$ cat config.mk
export PLATFORM = sky130hd
export DESIGN_NAME = isp_wb_gain_flat
export DESIGN_NICKNAME = d
export VERILOG_FILES = /design/src/rtl/isp_wb_gain_pkg.sv /design/src/rtl/isp_wb_gain_if.sv /design/src/rtl/isp_wb_gain_bayer_pos.sv /design/src/rtl/isp_wb_gain.sv /design/src/flat_wrapper.sv
export SDC_FILE = /design/constraint.sdc
export NUM_CORES = 1
export LEC_CHECK = 0
export BUFFER_PORTS_ARGS = -buffer_cell sky130_fd_sc_hd__buf_2
export CAP_MARGIN = 10
export CORE_MARGIN = 4
export CORE_UTILIZATION = 34
export CTS_CLUSTER_DIAMETER = 80
export CTS_CLUSTER_SIZE = 8
export DETAILED_ROUTE_END_ITERATION = 7
export GPL_ROUTABILITY_DRIVEN = 0
export PLACE_DENSITY = 0.51
export SLEW_MARGIN = 15
export SYNTH_ARGS = -nofsm -noshare
export SYNTH_HDL_FRONTEND = slang
export SYNTH_SLANG_ARGS = --single-unit
$ cat constraint.sdc
create_clock -name pclk -period 4.9 [get_ports pclk]
set_clock_uncertainty 0.1 [all_clocks]
set_input_delay 0.245 -clock pclk [delete_from_list [all_inputs] [get_ports pclk]]
set_output_delay 0.245 -clock pclk [all_outputs]
set_load 0.02 [all_outputs]
$ cat src/rtl/isp_wb_gain_pkg.sv
// Shared ISP raw-domain definitions: Bayer pattern encodings, channel indices
// and the white-balance pipeline depth.
package isp_pkg;

    typedef enum logic [1:0] {
        BAYER_RGGB = 2'd0,
        BAYER_GRBG = 2'd1,
        BAYER_GBRG = 2'd2,
        BAYER_BGGR = 2'd3
    } bayer_e;

    localparam logic [1:0] CH_R  = 2'd0;
    localparam logic [1:0] CH_GR = 2'd1;
    localparam logic [1:0] CH_GB = 2'd2;
    localparam logic [1:0] CH_B  = 2'd3;

    localparam int unsigned PIPE_DELAY = 3;

    // Channel of a pixel: {row,col} parity folded through the pattern code.
    function automatic logic [1:0] bayer_channel(bayer_e pat, logic row, logic col);
        return {row, col} ^ pat;
    endfunction

endpackage

$ cat src/rtl/isp_wb_gain_if.sv
// Raw pixel stream: line valid, frame sync and pixel data.
interface isp_wb_gain_if #(
    parameter int unsigned BITS = 8
) ();
    logic            href;
    logic            vsync;
    logic [BITS-1:0] raw;

    modport master (output href, vsync, raw);
    modport slave  (input  href, vsync, raw);
endinterface

$ cat src/rtl/isp_wb_gain_bayer_pos.sv
// Raw-stream position tracker: col/row parity and frame-start pulse,
// shared by white balance, demosaic and AWB statistics.
module isp_bayer_pos (
    input  logic pclk,
    input  logic rst_n,
    input  logic href_i,
    input  logic vsync_i,
    output logic col_o,
    output logic row_o,
    output logic frame_start_o
);

    logic vsync_q, href_q, col_q, row_q;
    logic col_d, row_d;
    logic frame_start;

    assign frame_start = vsync_i & ~vsync_q;

    always_comb begin
        col_d = href_i ? ~col_q : 1'b0;
        row_d = row_q;
        // Frame start wins over a coincident href falling edge.
        if (frame_start) begin
            row_d = 1'b0;
        end else if (href_q && !href_i) begin
            row_d = ~row_q;
        end
    end

    always_ff @(posedge pclk or negedge rst_n) begin
        if (!rst_n) begin
            vsync_q <= 1'b0;
            href_q  <= 1'b0;
            col_q   <= 1'b0;
            row_q   <= 1'b0;
        end else begin
            vsync_q <= vsync_i;
            href_q  <= href_i;
            col_q   <= col_d;
            row_q   <= row_d;
        end
    end

    assign col_o         = col_q;
    assign row_o         = frame_start ? 1'b0 : row_q;
    assign frame_start_o = frame_start;

endmodule

$ cat src/rtl/isp_wb_gain.sv
// Bayer black-level subtract + per-channel digital gain with round/saturate.
// Configuration is shadowed and only taken on the frame-start edge.
module isp_wb_gain
    import isp_pkg::*;
#(
    parameter int unsigned BITS      = 8,
    parameter int unsigned GAIN_BITS = 8,
    parameter int unsigned GAIN_FRAC = 4
) (
    input  logic                 pclk,
    input  logic                 rst_n,
    input  logic                 enable_i,
    input  logic [1:0]           bayer_i,
    input  logic [BITS-1:0]      blc_i,
    input  logic [GAIN_BITS-1:0] r_gain_i,
    input  logic [GAIN_BITS-1:0] gr_gain_i,
    input  logic [GAIN_BITS-1:0] gb_gain_i,
    input  logic [GAIN_BITS-1:0] b_gain_i,
    isp_wb_gain_if.slave         in_if,
    isp_wb_gain_if.master        out_if
);

    localparam int unsigned         PW       = BITS + GAIN_BITS;
    localparam logic [BITS-1:0]     PIX_MAX  = '1;
    localparam logic [GAIN_BITS-1:0] UNITY   = GAIN_BITS'(1 << GAIN_FRAC);

    logic col, row, frame_start;

    isp_bayer_pos u_pos (
        .pclk          (pclk),
        .rst_n         (rst_n),
        .href_i        (in_if.href),
        .vsync_i       (in_if.vsync),
        .col_o         (col),
        .row_o         (row),
        .frame_start_o (frame_start)
    );

    // Shadow configuration
    logic                 en_q, en_d;
    bayer_e               bayer_q, bayer_d;
    logic [BITS-1:0]      blc_q, blc_d;
    logic [GAIN_BITS-1:0] gain_q [4];
    logic [GAIN_BITS-1:0] gain_d [4];

    // The _d values feed stage 1 so the edge-cycle pixel sees the new config.
    always_comb begin
        en_d    = en_q;
        bayer_d = bayer_q;
        blc_d   = blc_q;
        gain_d  = gain_q;
        if (frame_start) begin
            en_d          = enable_i;
            bayer_d       = bayer_e'(bayer_i);
            blc_d         = blc_i;
            gain_d[CH_R]  = r_gain_i;
            gain_d[CH_GR] = gr_gain_i;
            gain_d[CH_GB] = gb_gain_i;
            gain_d[CH_B]  = b_gain_i;
        end
    end

    // Pipeline datapath
    logic [1:0]           idx;
    logic [BITS-1:0]      d1_q, d1_d, raw1_q, raw2_q, raw3_q, raw3_d;
    logic [GAIN_BITS-1:0] g1_q;
    logic                 en1_q, en2_q;
    logic [PW-1:0]        p2_q, p2_d;
    logic [PW:0]          rnd;
    logic [1:0]           sb_q [PIPE_DELAY];

    always_comb begin
        idx  = bayer_channel(bayer_d, row, col);
        d1_d = (in_if.raw > blc_d) ? (in_if.raw - blc_d) : '0;
        p2_d = PW'(d1_q) * PW'(g1_q);
    end

    // One guard bit above the product keeps the rounding add from wrapping.
    if (GAIN_FRAC > 0) begin : g_round
        assign rnd = ({1'b0, p2_q} + ((PW + 1)'(1) << (GAIN_FRAC - 1))) >> GAIN_FRAC;
    end else begin : g_noround
        assign rnd = {1'b0, p2_q};
    end

    always_comb begin
        raw3_d = '0;
        if (sb_q[PIPE_DELAY-2][1]) begin
            if (!en2_q) begin
                raw3_d = raw2_q;
            end else if (rnd > (PW + 1)'(PIX_MAX)) begin
                raw3_d = PIX_MAX;
            end else begin
                raw3_d = rnd[BITS-1:0];
            end
        end
    end

    always_ff @(posedge pclk or negedge rst_n) begin
        if (!rst_n) begin
            en_q    <= 1'b0;
            bayer_q <= BAYER_RGGB;
            blc_q   <= '0;
            for (int unsigned i = 0; i < 4; i++) begin
                gain_q[i] <= UNITY;
            end
            d1_q   <= '0;
            g1_q   <= '0;
            en1_q  <= 1'b0;
            raw1_q <= '0;
            p2_q   <= '0;
            en2_q  <= 1'b0;
            raw2_q <= '0;
            raw3_q <= '0;
            for (int unsigned i = 0; i < PIPE_DELAY; i++) begin
                sb_q[i] <= '0;
            end
        end else begin
            en_q    <= en_d;
            bayer_q <= bayer_d;
            blc_q   <= blc_d;
            gain_q  <= gain_d;
            d1_q    <= d1_d;
            g1_q    <= gain_d[idx];
            en1_q   <= en_d;
            raw1_q  <= in_if.raw;
            p2_q    <= p2_d;
            en2_q   <= en1_q;
            raw2_q  <= raw1_q;
            raw3_q  <= raw3_d;
            sb_q[0] <= {in_if.href, in_if.vsync};
            for (int unsigned i = 1; i < PIPE_DELAY; i++) begin
                sb_q[i] <= sb_q[i-1];
            end
        end
    end

    assign out_if.href  = sb_q[PIPE_DELAY-1][1];
    assign out_if.vsync = sb_q[PIPE_DELAY-1][0];
    assign out_if.raw   = raw3_q;

endmodule
$ cat src/flat_wrapper.sv
// flat-port wrapper written by rule: the top's interface ports become plain ports
module isp_wb_gain_flat import isp_pkg::*;
#(
    parameter int unsigned BITS      = 8,
    parameter int unsigned GAIN_BITS = 8,
    parameter int unsigned GAIN_FRAC = 4
)
  (pclk, rst_n, enable_i, bayer_i, blc_i, r_gain_i, gr_gain_i, gb_gain_i, b_gain_i, in_if_href, in_if_vsync, in_if_raw, out_if_href, out_if_vsync, out_if_raw);
  isp_wb_gain_if #(.BITS(BITS)) in_if_i ();
  isp_wb_gain_if #(.BITS(BITS)) out_if_i ();
  input  logic pclk;
  input  logic rst_n;
  input  logic enable_i;
  input  logic [1:0] bayer_i;
  input  logic [BITS-1:0] blc_i;
  input  logic [GAIN_BITS-1:0] r_gain_i;
  input  logic [GAIN_BITS-1:0] gr_gain_i;
  input  logic [GAIN_BITS-1:0] gb_gain_i;
  input  logic [GAIN_BITS-1:0] b_gain_i;
  input wire logic [$bits(in_if_i.href)-1:0] in_if_href;
  input wire logic [$bits(in_if_i.vsync)-1:0] in_if_vsync;
  input wire logic [$bits(in_if_i.raw)-1:0] in_if_raw;
  output wire logic [$bits(out_if_i.href)-1:0] out_if_href;
  output wire logic [$bits(out_if_i.vsync)-1:0] out_if_vsync;
  output wire logic [$bits(out_if_i.raw)-1:0] out_if_raw;
  assign in_if_i.href = in_if_href;
  assign in_if_i.vsync = in_if_vsync;
  assign in_if_i.raw = in_if_raw;
  assign out_if_href = out_if_i.href;
  assign out_if_vsync = out_if_i.vsync;
  assign out_if_raw = out_if_i.raw;
  isp_wb_gain #(.BITS(BITS), .GAIN_BITS(GAIN_BITS), .GAIN_FRAC(GAIN_FRAC)) u_core (.pclk(pclk), .rst_n(rst_n), .enable_i(enable_i), .bayer_i(bayer_i), .blc_i(blc_i), .r_gain_i(r_gain_i), .gr_gain_i(gr_gain_i), .gb_gain_i(gb_gain_i), .b_gain_i(b_gain_i), .in_if(in_if_i), .out_if(out_if_i));
endmodule
==> results of run 1 <==
==> stage by stage <==
step | instances | setup WS, ns | hold slack [ns] | instance area [um2] | power, mW
after CTS | 828 | 0.484 | 0.0103 | 7130 | 3.48
after detailed placement | 801 | 0.505 | 0.209 | 6730 | 2.73
after global placement | 801 | 0.566 | 0.199 | 6730 | 2.73
after global routing | 828 | 0.227 | 0.0209 | 7130 | 3.75
after floorplan | 516 | 0.763 | -0.151 | 6140 | 2.34
final | 828 | 0.489 | 0.0278 | 7130 | 3.41
==> final timing paths <==
check                                      startpoint                          to  depth (start not counted)
min                                          blc_i[5]   u_core.blc_q[5]$_DFF_PN0_                          3
min in group asynchronous                       rst_n   u_core.blc_q[6]$_DFF_PN0_                          2
max                          u_core.g1_q[7]$_DFF_PN0_   u_core.p2_q[15]$_DFF_PN0_                         14
max in group asynchronous                       rst_n  u_core.gain_q[0]$_DFF_PN0_                          3
max reg2reg                  u_core.g1_q[7]$_DFF_PN0_   u_core.p2_q[15]$_DFF_PN0_                         14
min reg2reg                u_core.raw1_q[1]$_DFF_PN0_  u_core.raw2_q[1]$_DFF_PN0_                          0
==> registers in the layout (all words and copies together), names as in the netlist <==
register,cells
u_core.bayer_q,2
u_core.blc_q,8
u_core.d1_q,8
u_core.en2_q,1
u_core.en_q,1
u_core.g1_q,8
u_core.gain_q,32
u_core.out_if.href,1
u_core.out_if.raw,8
u_core.out_if.vsync,1
u_core.p2_q,13
u_core.raw1_q,8
u_core.raw2_q,8
u_core.sb_q,4
u_core.u_pos.col_o,1
u_core.u_pos.row_q,1
==> per-layer routing <==
metal | track usage (%) | vias to the layer above | wire [um]
met2 | 21.9 | 56 | 6040
met5 | 0 | - | 0
met1 | 16.6 | 1987 | 5470
met3 | 3.33 | 13 | 417
li1 | - | 1889 | -
met4 | 4.80 | 0 | 278
==> area by class of cell <==
cell class,count,area share [%]
inverter,63,3.32
multi-input combinational,342,45.5
tap,225,3.95
sequential,105,36.9
clock inverter,6,0.720
timing repair buffer,77,6.28
clock buffer,10,3.35
==> cell usage after synthesis, drive strengths merged, types with 2 or more instances <==
cell type	instances
a211oi	4
mux4	8
nor2	17
fa	37
a21o	4
buf	5
o21ai	18
nor3	9
dfstp	4
inv	63
a21oi	21
o21a	4
nand2b	2
nand2	21
o21bai	2
nand3	8
dfrtp	101
xor2	9
and2	49
or3	3
nand4	3
nor3b	2
xnor2	12
mux2	36
ha	43
mux2i	9
nor2b	6
==> repair_timing <==
action,in CTS,in global routing
hold endpoints to repair,57,0
resized for setup,0,0
buffers inserted,0,0
hold buffers,11,0
==> logic make-up (layout without fill, tap and decap cells) <==
| family | count (synthesis) | after routing | synth area share, % |
|---|---|---|---|
| adders and majority gates | 80 | 80 | 20.8 |
| xor gates and xnor gates | 21 | 21 | 3.30 |
| buffers and inverters | 69 | 156 | 4.42 |
| DFF | 105 | 105 | 42.8 |
| AOI/OAI and AO/OA | 63 | 63 | 6.41 |
| and+or+nand+nor | 125 | 125 | 11.2 |
| muxes | 53 | 53 | 11.1 |
==> placed cells by master, fill, tap and decap left out, types with 9 or more instances in the layout <==
cell type / Yosys / layout
dfrtp_1: 101 / 101
inv_1: 63 / 63
buf_2: 4 / 63
and2_1: 49 / 49
ha_1: 43 / 43
fa_1: 37 / 37
mux2_2: 35 / 35
nand2_1: 21 / 21
a21oi_1: 20 / 20
nor2_1: 17 / 17
o21ai_0: 17 / 17
xnor2_1: 12 / 12
dlygate4sd3_1: 0 / 11
mux2i_1: 9 / 9
nor3_1: 9 / 9
clkbuf_16: 0 / 9
==> power by group through the flow <==
stage          Clock, mW  Combinational (mW)  Sequential [mW]
2_1_floorplan          0                1.17             1.17
4_1_cts            0.740                1.54             1.20
6_report           0.709                1.51             1.19
5_1_grt            0.767                1.76             1.22
3_3_place_gp           0                1.52             1.21
3_5_place_dp           0                1.52             1.22
==> worst max-delay path, cell delays in order (launching register included) <==
cell and delay (ns):
dfrtp_1 0.46, nand2_1 0.11, fa_1 0.52, fa_1 0.55, inv_1 0.05, fa_1 0.52, inv_1 0.05, fa_1 0.53
inv_1 0.04, ha_1 0.36, a21o_1 0.20, a21oi_1 0.22, a21boi_0 0.19, o2111a_1 0.27, nor3_1 0.17
==> summary.md, run 1 <==
| Metric | Value |
|---|---|
| Dpl hpwl | `9.56 mm` |
| Number of standard-cell rows in the floorplan | `48` |
| Required time of the critical path | `5.08 ns` |
| Fill cell instance count of the final layout | `1,691` |
| Leak pwr | `3.46 nW` |
| Die span in x | `142 um` |
| Die Outline Area | `20,300 um2` |
| Nets | `733` |
| Setup CP Type | `register to register` |
| Number of flops mapped to enable cells by yosys | `0` |
| Initial antenna violation count | `0` |
| Fraction of post-synthesis cell area in the top cell type by area | `41.1%` |
| Total via count in the routed design | `3,945` |
| Clock latency of the later-clocked register in the worst-skew pair | `0.36 ns` |
| Proportion of total power due to net switching | `38.7%` |
| Drc violations | `0` |
| Critical Path Source Type | `register` |
| Area used by sequential logic in the layout | `2630 um2` |
| Proportion of power drawn by flip-flops and latches | `35.0%` |
| Number of CTS-inserted buffers | `9` |
| Clock Root Buffer | `clkbuf_16` |
| Proportion of synthesized chip area in sequential cells | `42.8%` |
| Chip Height | `142 um` |
| Count of H-tree levels built during CTS | `3` |
| Area delta synth->final | `16.0%` |
| Synth Register Bits | `105` |
| Total number of clock tree sinks | `105` |
| Placeable core region | `17,500 um2` |
| Worst max-slew margin expressed relative to the limit | `53.4%` |
| Worst hold path type | `input port to register` |
| Share of power burned in combinational logic | `44.2%` |
| Area contributors post-synth | `dfrtp_1 (41%), fa_1 (12%), ha_1 (8.8%), mux2_2 (6.4%), and2_1 (5.0%)` |
| Final worst-path cycle share | `90.0%` |
| Maximum Capacitance Violations | `0` |
| Max FO, Critical Path | `8` |
| Initial DRC count | `144` |
| TritonCTS clock tree | `done` |
| Total overflow reported by the global router | `0` |
| Ratio of total power to cell area | `479 nW/um2` |
| Dominant cell type by area after synthesis | `dfrtp_1` |
| Setup violators final | `0` |
| Library cells used by synthesis | `49` |
| Unrepaired setup endpoints after global routing | `false` |
| Ratio of routed vias to standard cells | `4.76` |
| Clock Power Share | `20.8%` |
| Highest achievable clock rate | `0.227 GHz` |
| Post-synth ARST share | `100%` |
| CP endpoint kind | `register` |
| Number of synthesis warnings | `0` |
| Wire length of the first global-routing pass | `21.0 mm` |
| Number of nets in the synthesized netlist | `651` |
| Largest net degree at the start of global routing | `59` |
| Switching power total | `1.32 mW` |
| Transition time of the tightest slew-check pin | `0.699 ns` |
| Starting density of the core | `35.2%` |
| Maximum root-to-sink buffer count | `2` |
| Avg Synthesized Cell Area | `11.9 um2` |
| Clock transition at the register clock pins on the worst setup and hold paths after CTS | `0.07 ns` |
| Vias in the first global route | `4,306` |
| GRT Overall Usage | `13.1%` |
| IO buf count | `64` |
| Pre-antenna DRT Iters | `4` |
| Share of the core filled with cells in the final layout | `40.8%` |
| Peak ir drop on the vdd network | `0.210 mV` |
| Reg2Reg Setup Slack | `0.49 ns` |
| Final ANT Viol Nets | `0` |
| Detailed-route wire length per cell | `14.7 um` |
| Ratio of cells with drive above 1 in the final layout | `22.4%` |
| Antenna Diode Count | `0` |
| Cell-internal power | `2.09 mW` |
| Number of max-slew violations in the final report | `0` |
| Data arrival time at the worst-slack endpoint | `4.59 ns` |
| Post-Syn Area | `6140 um2` |
| Total count of hold-check failures in the final report | `0` |
| Top_reg_cell synth | `dfrtp_1` |
| Number of standard cells after synthesis | `516` |
| I/O pins | `65` |
| Run status | `finished, final reports clean` |
| Final sum of negative setup slack | `0 ns` |
| Fin crit period | `4.41 ns` |
| DRT Wirelength | `12.2 mm` |
| Total area of multi-input combinational cells | `3240 um2` |
Note: power is estimated with default switching activity, not from simulation.
==> inputs of run 2 (changes only) <==
Settings changed: ABC_AREA set to 1.
==> run 2 against run 1 <==
Against the previous run: routed wire length grew 15%; register-to-register slack gained 0.34 ns; critical path depth grew 2; sequential share of layout area shrank 2.3 points; global-route usage grew 0.37 points; hold slack lost 0.0083 ns; synthesized cell count grew 53%; setup slack gained 0.34 ns; synthesized area grew 8.5%; cell count grew 35%; critical path type unchanged; largest cell class unchanged.
==> summary.md, run 2 <==
| Metric | Value |
|---|---|
| Avg Synthesized Cell Area | `8.45 um2 (-29%)` |
| Synth Register Bits | `105 (unchanged)` |
| Number of synthesis warnings | `0 (unchanged)` |
| Wire length of the first global-routing pass | `23.9 mm (+14%)` |
| Total number of clock tree sinks | `105 (unchanged)` |
| Total overflow reported by the global router | `0 (unchanged)` |
| Clock Root Buffer | `clkbuf_16` |
| Count of H-tree levels built during CTS | `3 (unchanged)` |
| Ratio of total power to cell area | `462 nW/um2 (-3.4%)` |
| Critical Path Source Type | `register` |
| Drc violations | `0 (unchanged)` |
| Detailed-route wire length per cell | `12.5 um (-15%)` |
| Highest achievable clock rate | `0.246 GHz (+8.4%)` |
| Maximum Capacitance Violations | `0 (unchanged)` |
| Peak ir drop on the vdd network | `0.202 mV (-3.7%)` |
| Most numerous cell types in the synthesized netlist | `inv_1 (179), nand2_1 (179), dfrtp_1 (101), ha_1 (43), nand3_1 (42)` |
| Largest net degree at the start of global routing | `68 (+15%)` |
| Max FFs per register | `32 (unchanged)` |
| DRT Wirelength | `14.0 mm (+15%)` |
| Number of standard-cell rows in the floorplan | `50 (+4.2%)` |
| Top_reg_cell synth | `dfrtp_1` |
| Number of standard cells after synthesis | `789 (+53%)` |
| Nets | `987 (+35%)` |
| Number of flops mapped to enable cells by yosys | `0 (unchanged)` |
| I/O pins | `65 (unchanged)` |
| IO buf count | `64 (unchanged)` |
| Antenna Diode Count | `0 (unchanged)` |
| Maximum root-to-sink buffer count | `2 (unchanged)` |
| Data arrival time at the worst-slack endpoint | `4.20 ns (-0.39 ns)` |
| Run status | `finished, final reports clean` |
| Dominant cell type by area after synthesis | `dfrtp_1` |
| Chip Height | `148 um (+3.9%)` |
| Die span in x | `148 um (+3.9%)` |
| Starting density of the core | `35.1% (-0.093 points)` |
| Clock latency of the later-clocked register in the worst-skew pair | `0.35 ns (about the same)` |
| Final ANT Viol Nets | `0 (unchanged)` |
| Max FO, Critical Path | `8 (unchanged)` |
| Hold Worst Slack | `0.0195 ns (-0.00827 ns)` |
| Setup CP Type | `register to register` |
| Proportion of synthesized chip area in sequential cells | `39.5% (-3.4 points)` |
| Vias in the first global route | `4,911 (+14%)` |
| Number of cells upsized or downsized after cts | `0 (unchanged)` |
| Post-Syn Area | `6670 um2 (+8.5%)` |
| Ratio of routed vias to standard cells | `4.27 (-10%)` |
| Pre-antenna DRT Iters | `4 (unchanged)` |
| TritonCTS clock tree | `done` |
| Library cells used by synthesis | `36 (-27%)` |
| Worst max-slew margin expressed relative to the limit | `43.5% (-9.9 points)` |
| Fin crit period | `4.07 ns (-0.343 ns)` |
| Initial DRC count | `139 (-3.5%)` |
| Largest registers | `u_core.gain_q (32), u_core.p2_q (13)` |
| Post-synth ARST share | `100% (unchanged)` |
| Fraction of post-synthesis cell area in the top cell type by area | `37.9% (-3.2 points)` |
| Dpl hpwl | `11.1 mm (+16%)` |
| CP endpoint kind | `register` |
| Total via count in the routed design | `4,769 (+21%)` |
| Area delta synth->final | `14.0%` |
| Area contributors post-synth | `dfrtp_1 (38%), fa_1 (11%), inv_1 (10%), nand2_1 (10%), ha_1 (8.1%)` |
| Number of nets in the synthesized netlist | `924 (+42%)` |
| Number of CTS-inserted buffers | `9 (unchanged)` |
| Commonest non-fill, non-tap cells in the layout | `inv_1 (179), nand2_1 (179), dfrtp_1 (101), buf_2 (63), ha_1 (43)` |
| Ratio of cells with drive above 1 in the final layout | `12.4% (-10 points)` |
| # Post-CTS Setup Buffers | `0 (unchanged)` |
| Die Outline Area | `21,900 um2 (+8.0%)` |
| Unrepaired setup endpoints after global routing | `false` |
| Worst hold path type | `input port to register` |
| Top reg by flops | `u_core.gain_q` |
| Clock transition at the register clock pins on the worst setup and hold paths after CTS | `0.07 ns (about the same)` |
| Final sum of negative setup slack | `0 ns (unchanged)` |
| Initial antenna violation count | `0 (unchanged)` |
| Transition time of the tightest slew-check pin | `0.847 ns (+0.148 ns)` |
| Setup violators final | `0 (unchanged)` |
| GRT Overall Usage | `13.5% (+0.37 points)` |
| Placeable core region | `19,000 um2 (+8.8%)` |
| Total count of hold-check failures in the final report | `0 (unchanged)` |
| Number of max-slew violations in the final report | `0 (unchanged)` |
| Final worst-path cycle share | `83.0% (-7.0 points)` |
| Leak pwr | `4.26 nW (+23%)` |
| Required time of the critical path | `5.04 ns (-0.04 ns)` |
==> run 2: path summary, 6_finish.rpt <==
kind,slack [ns],endpoint,depth (start not counted),start
worst max-delay path,0.83,u_core.p2_q[13]$_DFF_PN0_,16,u_core.g1_q[4]$_DFF_PN0_
worst min-delay path,0.02,u_core.gain_q[24]$_DFF_PN0_,3,r_gain_i[0]
worst max register to register,0.83,u_core.p2_q[13]$_DFF_PN0_,16,u_core.g1_q[4]$_DFF_PN0_
worst min register to register,0.25,u_core.out_if.vsync$_DFF_PN0_,0,u_core.sb_q[2]$_DFF_PN0_
max in group asynchronous,3.22,u_core.p2_q[13]$_DFF_PN0_,3,rst_n
min in group asynchronous,0.43,u_core.gain_q[22]$_DFF_PN0_,2,rst_n
==> run 2: cell type report <==
type,instances,area [um2]
tap,260,325
multi-input combinational,477,3200
clock inverter,6,78.8
clock buffer,10,229
fill,2006,11400
sequential,105,2630
timing repair buffer,76,440
inverter,183,692
==> run 2: logic make-up after synthesis <==
family / Yosys count / share of synthesized area, %
AOI/OAI and AO/OA: 65 / 5.37
xor gates and xnor gates: 20 / 2.91
adders and majority gates: 80 / 19.2
buffers and inverters: 207 / 12.5
DFF: 105 / 39.5
and+or+nand+nor: 312 / 20.6
==> run 2: metrics by stage <==
step	util, %	cell area (um2)	power [mW]	worst slack (ns)	instances
3_5_place_dp	37.8	7180	2.80	0.838	1090
6_report	40.0	7600	3.51	0.832	1117
3_3_place_gp	37.8	7180	2.80	0.843	1090
2_1_floorplan	-	6670	2.43	0.912	789
4_1_cts	40.0	7600	3.58	0.813	1117
5_1_grt	40.0	7600	3.91	0.476	1117
==> run 2: what timing repair did <==
action	in CTS	in global routing
endpoints found under the setup margin	0	0
hold endpoints to repair	72	0
hold buffers	11	0
==> run 2: worst max-delay path, stage by stage, from the launching register on <==
cell	delay, ns
dfrtp_1	0.48
nand2_1	0.10
inv_1	0.05
fa_1	0.46
fa_1	0.54
inv_1	0.05
fa_1	0.46
fa_1	0.54
inv_1	0.04
ha_1	0.35
nand2_1	0.07
o21ai_1	0.32
nand2_1	0.09
nand2_1	0.11
nand2_1	0.07
nand3_1	0.06
nand2_1	0.05
==> run 2: routing by layer <==
layer	GRT usage (%)	part of all wire, %	up-vias
met5	0	0	-
met4	2.86	1.1	0
met3	2.53	2.7	14
met2	22.2	46	57
met1	18.8	50	2221
li1	-	-	2477
==> run 2: where the power goes <==
group / leakage, nW / total [mW] / switching, mW / internal [mW]
clock: 0.152 / 0.746 / 0.336 / 0.409
sequential: 1.23 / 1.18 / 0.146 / 1.03
combinational: 2.88 / 1.59 / 0.960 / 0.629
==> inputs of run 3 (changes only) <==
Settings changed: ABC_AREA 1 to 0.
Clock period 4.9 ns to 4.05 ns, I/O delays scaled along.
==> run 3 against run 2 <==
Against the previous run: cell count decreased by 19%; cell area increased by 5.8%; hold slack got worse by 0.0033 ns; utilization increased by 6.0 points; register-to-register slack got worse by 0.74 ns; sequential cell count unchanged; sequential share of layout area decreased by 1.8 points; first-iteration DRC count decreased by 2.9%; routed wire length decreased by 7.0%; largest cell class unchanged.
==> summary.md, run 3 (same netlist as run 1, synthesis figures left out) <==
| Metric | Value |
|---|---|
| Total design power | `5.02 mW (+43%)` |
| GRT Overall Usage | `14.2% (+0.66 points)` |
| Leak pwr | `3.84 nW (-10%)` |
| Total count of hold-check failures in the final report | `0 (unchanged)` |
| Hold path startpoint | `blc_i[7]` |
| Peak ir drop on the vdd network | `0.319 mV (+57%)` |
| Initial DRC count | `135 (-2.9%)` |
| Top cell family by delay on the critical path | `adder cells` |
| CP endpoint kind | `register` |
| Critical register-to-register path startpoint | `u_core.g1_q[6]$_DFF_PN0_` |
| Pre-antenna DRT Iters | `4 (unchanged)` |
| Chain of cells forming the critical path | `buf_4 -> and2_1 -> fa_1 -> fa_1 -> fa_1 -> ha_1 -> ha_1 -> a21oi_2 -> o21ai_2 -> or4_1 -> nand3_1 -> nor3_2` |
| Number of standard-cell rows in the floorplan | `48 (-4.0%)` |
| Die span in x | `142 um (-3.8%)` |
| Total overflow reported by the global router | `0 (unchanged)` |
| Ratio of routed vias to standard cells | `4.66 (+9.2%)` |
| Detailed-route wire length per cell | `14.3 um (+15%)` |
| Transition time of the tightest slew-check pin | `0.643 ns (-0.204 ns)` |
| Commonest non-fill, non-tap cells in the layout | `dfrtp_1 (94), buf_2 (63), inv_1 (60), dlygate4sd3_1 (49), and2_1 (47)` |
| Worst setup path startpoint | `u_core.g1_q[6]$_DFF_PN0_` |
| Worst path most repeated cell | `fa_1` |
| Antenna Diode Count | `0 (unchanged)` |
| Ratio of total power to cell area | `624 nW/um2 (+35%)` |
| Maximum Capacitance Violations | `0 (unchanged)` |
| Ratio of cells with drive above 1 in the final layout | `30.6% (+18 points)` |
| I/O pins | `65 (unchanged)` |
| Clock Root Buffer | `clkbuf_16` |
| Master of the slowest instance on the critical path | `fa_1` |
| Worst path depth | `12 (-4)` |
| Run status | `finished, final reports clean` |
| Setup violators final | `0 (unchanged)` |
| Drc violations | `0 (unchanged)` |
| Chip Height | `142 um (-3.8%)` |
| Max FO, Critical Path | `5 (-3)` |
| Count of H-tree levels built during CTS | `3 (unchanged)` |
| Die Outline Area | `20,300 um2 (-7.4%)` |
| DRT Wirelength | `13.0 mm (-7.0%)` |
| Initial antenna violation count | `0 (unchanged)` |
| Vias in the first global route | `4,802 (-2.2%)` |
| Wire length of the first global-routing pass | `23.0 mm (-3.6%)` |
| Data arrival time at the worst-slack endpoint | `4.10 ns (-0.10 ns)` |
| Number of max-slew violations in the final report | `0 (unchanged)` |
| Required time of the critical path | `4.19 ns (-0.85 ns)` |
| Number of CTS-inserted buffers | `9 (unchanged)` |
| Highest achievable clock rate | `0.253 GHz (+2.8%)` |
| TritonCTS clock tree | `done` |
| Setup CP Type | `register to register` |
| Area delta synth->final | `30.8%` |
| Starting density of the core | `35.2% (+0.093 points)` |
| Dpl hpwl | `10.0 mm (-9.8%)` |
| Unrepaired setup endpoints after global routing | `true` |
| Count of buffer and inverter cells on the critical path | `1 (-2)` |
| Placeable core region | `17,500 um2 (-8.1%)` |
| Hold Worst Slack | `0.0162 ns (-0.00333 ns)` |
| Final ANT Viol Nets | `0 (unchanged)` |
| Most common cell after layout, fill and taps aside | `dfrtp_1` |
| Clock latency of the later-clocked register in the worst-skew pair | `0.35 ns (about the same)` |
| Worst Reg-to-Reg Cells | `12 (-4)` |
| Clock transition at the register clock pins on the worst setup and hold paths after CTS | `0.07 ns (about the same)` |
| Final worst-path cycle share | `97.7% (+15 points)` |
| Maximum root-to-sink buffer count | `2 (unchanged)` |
| Worst hold path type | `input port to register` |
| Reg2Reg Setup Slack | `0.09 ns (-0.74 ns)` |
| Total via count in the routed design | `4,229 (-11%)` |
| Critical Path Source Type | `register` |
| Stage delay of the slowest cell on the critical path | `0.52 ns (-0.02 ns)` |
| Worst max-slew margin expressed relative to the limit | `56.9% (+13 points)` |
| Placed standard-cell area | `6960 um2 (-3.2%)` |
| Largest net degree at the start of global routing | `83 (+22%)` |
| Top reg by flops | `u_core.gain_q` |
| IO buf count | `64 (unchanged)` |
| Max FFs per register | `32 (unchanged)` |
| Final non-filler cell area | `8040 um2 (+5.8%)` |
| Reg2Reg Capture Point | `u_core.p2_q[15]$_DFF_PN0_` |
| Total number of clock tree sinks | `105 (unchanged)` |
| Nets | `812 (-18%)` |
| Fin crit period | `3.96 ns (-0.110 ns)` |
| Largest registers | `u_core.gain_q (32), u_core.p2_q (13)` |
| Worst setup path endpoint | `u_core.p2_q[15]$_DFF_PN0_` |
## run 3: stage by stage
step                      TNS [ns]  instances  setup WS (ns)  utilization (%)
after global routing        -0.351        907        -0.0912             46.0
after detailed placement    -0.502        829         -0.136             39.8
after CTS                        0        902       0.000847             45.1
after floorplan                  0        516         0.0754                -
final                            0        907         0.0925             46.0
after global placement      -0.201        829        -0.0649             39.8
## run 3: report_power, final
part / internal [mW] / total, mW / switching (mW)
clock: 0.490 / 0.898 / 0.408
sequential: 1.27 / 1.43 / 0.154
combinational: 1.37 / 2.69 / 1.33
## run 3: how the worst min path moves through the flow
stage,endpoint,slack (ns),cells after the start
floorplan,u_core.bayer_q[0]$_DFF_PN0_,-0.19,0
global placement,u_core.sb_q[4]$_DFF_PN0_,0.23,1
detailed placement,u_core.raw1_q[0]$_DFF_PN0_,0.23,1
CTS,u_core.blc_q[7]$_DFF_PN0_,0.003,3
global route,u_core.gain_q[29]$_DFF_PN0_,0.02,2
finish,u_core.blc_q[7]$_DFF_PN0_,0.02,3
## run 3: area by class of cell
class | instances | area (um2)
clock inverters | 6 | 76.3
repair buffers | 156 | 1160
multi-input cells | 342 | 3410
flip-flops and latches | 105 | 2640
clock buffers | 10 | 229
well taps | 225 | 282
inverters | 63 | 236
fillers | 1614 | 9440
## run 3: per-layer routing
layer	up-vias	wire length [um]	GRT usage, %
met5	-	0	0
met1	2116	5930	18.7
met4	0	192	4.90
li1	2051	-	-
met3	12	297	2.18
met2	50	6590	23.9
## run 3: worst reg2reg max path, stage by stage (launching register included)
cell and delay, ns:
dfrtp_1 0.42, buf_4 0.17, and2_1 0.16, fa_1 0.50, fa_1 0.52, fa_1 0.44, ha_1 0.29, ha_1 0.33
a21oi_2 0.18, o21ai_2 0.09, or4_1 0.48, nand3_1 0.12, nor3_2 0.05
## run 3: what timing repair did
item                                    in CTS  in global routing
hold buffers                                49                  0
buffers inserted                             8                  4
endpoints found under the hold margin      128                  0
pin swaps                                   19                 25
endpoints found under the setup margin       6                  6
resized for setup                           18                 24
cloned                                       0                  0
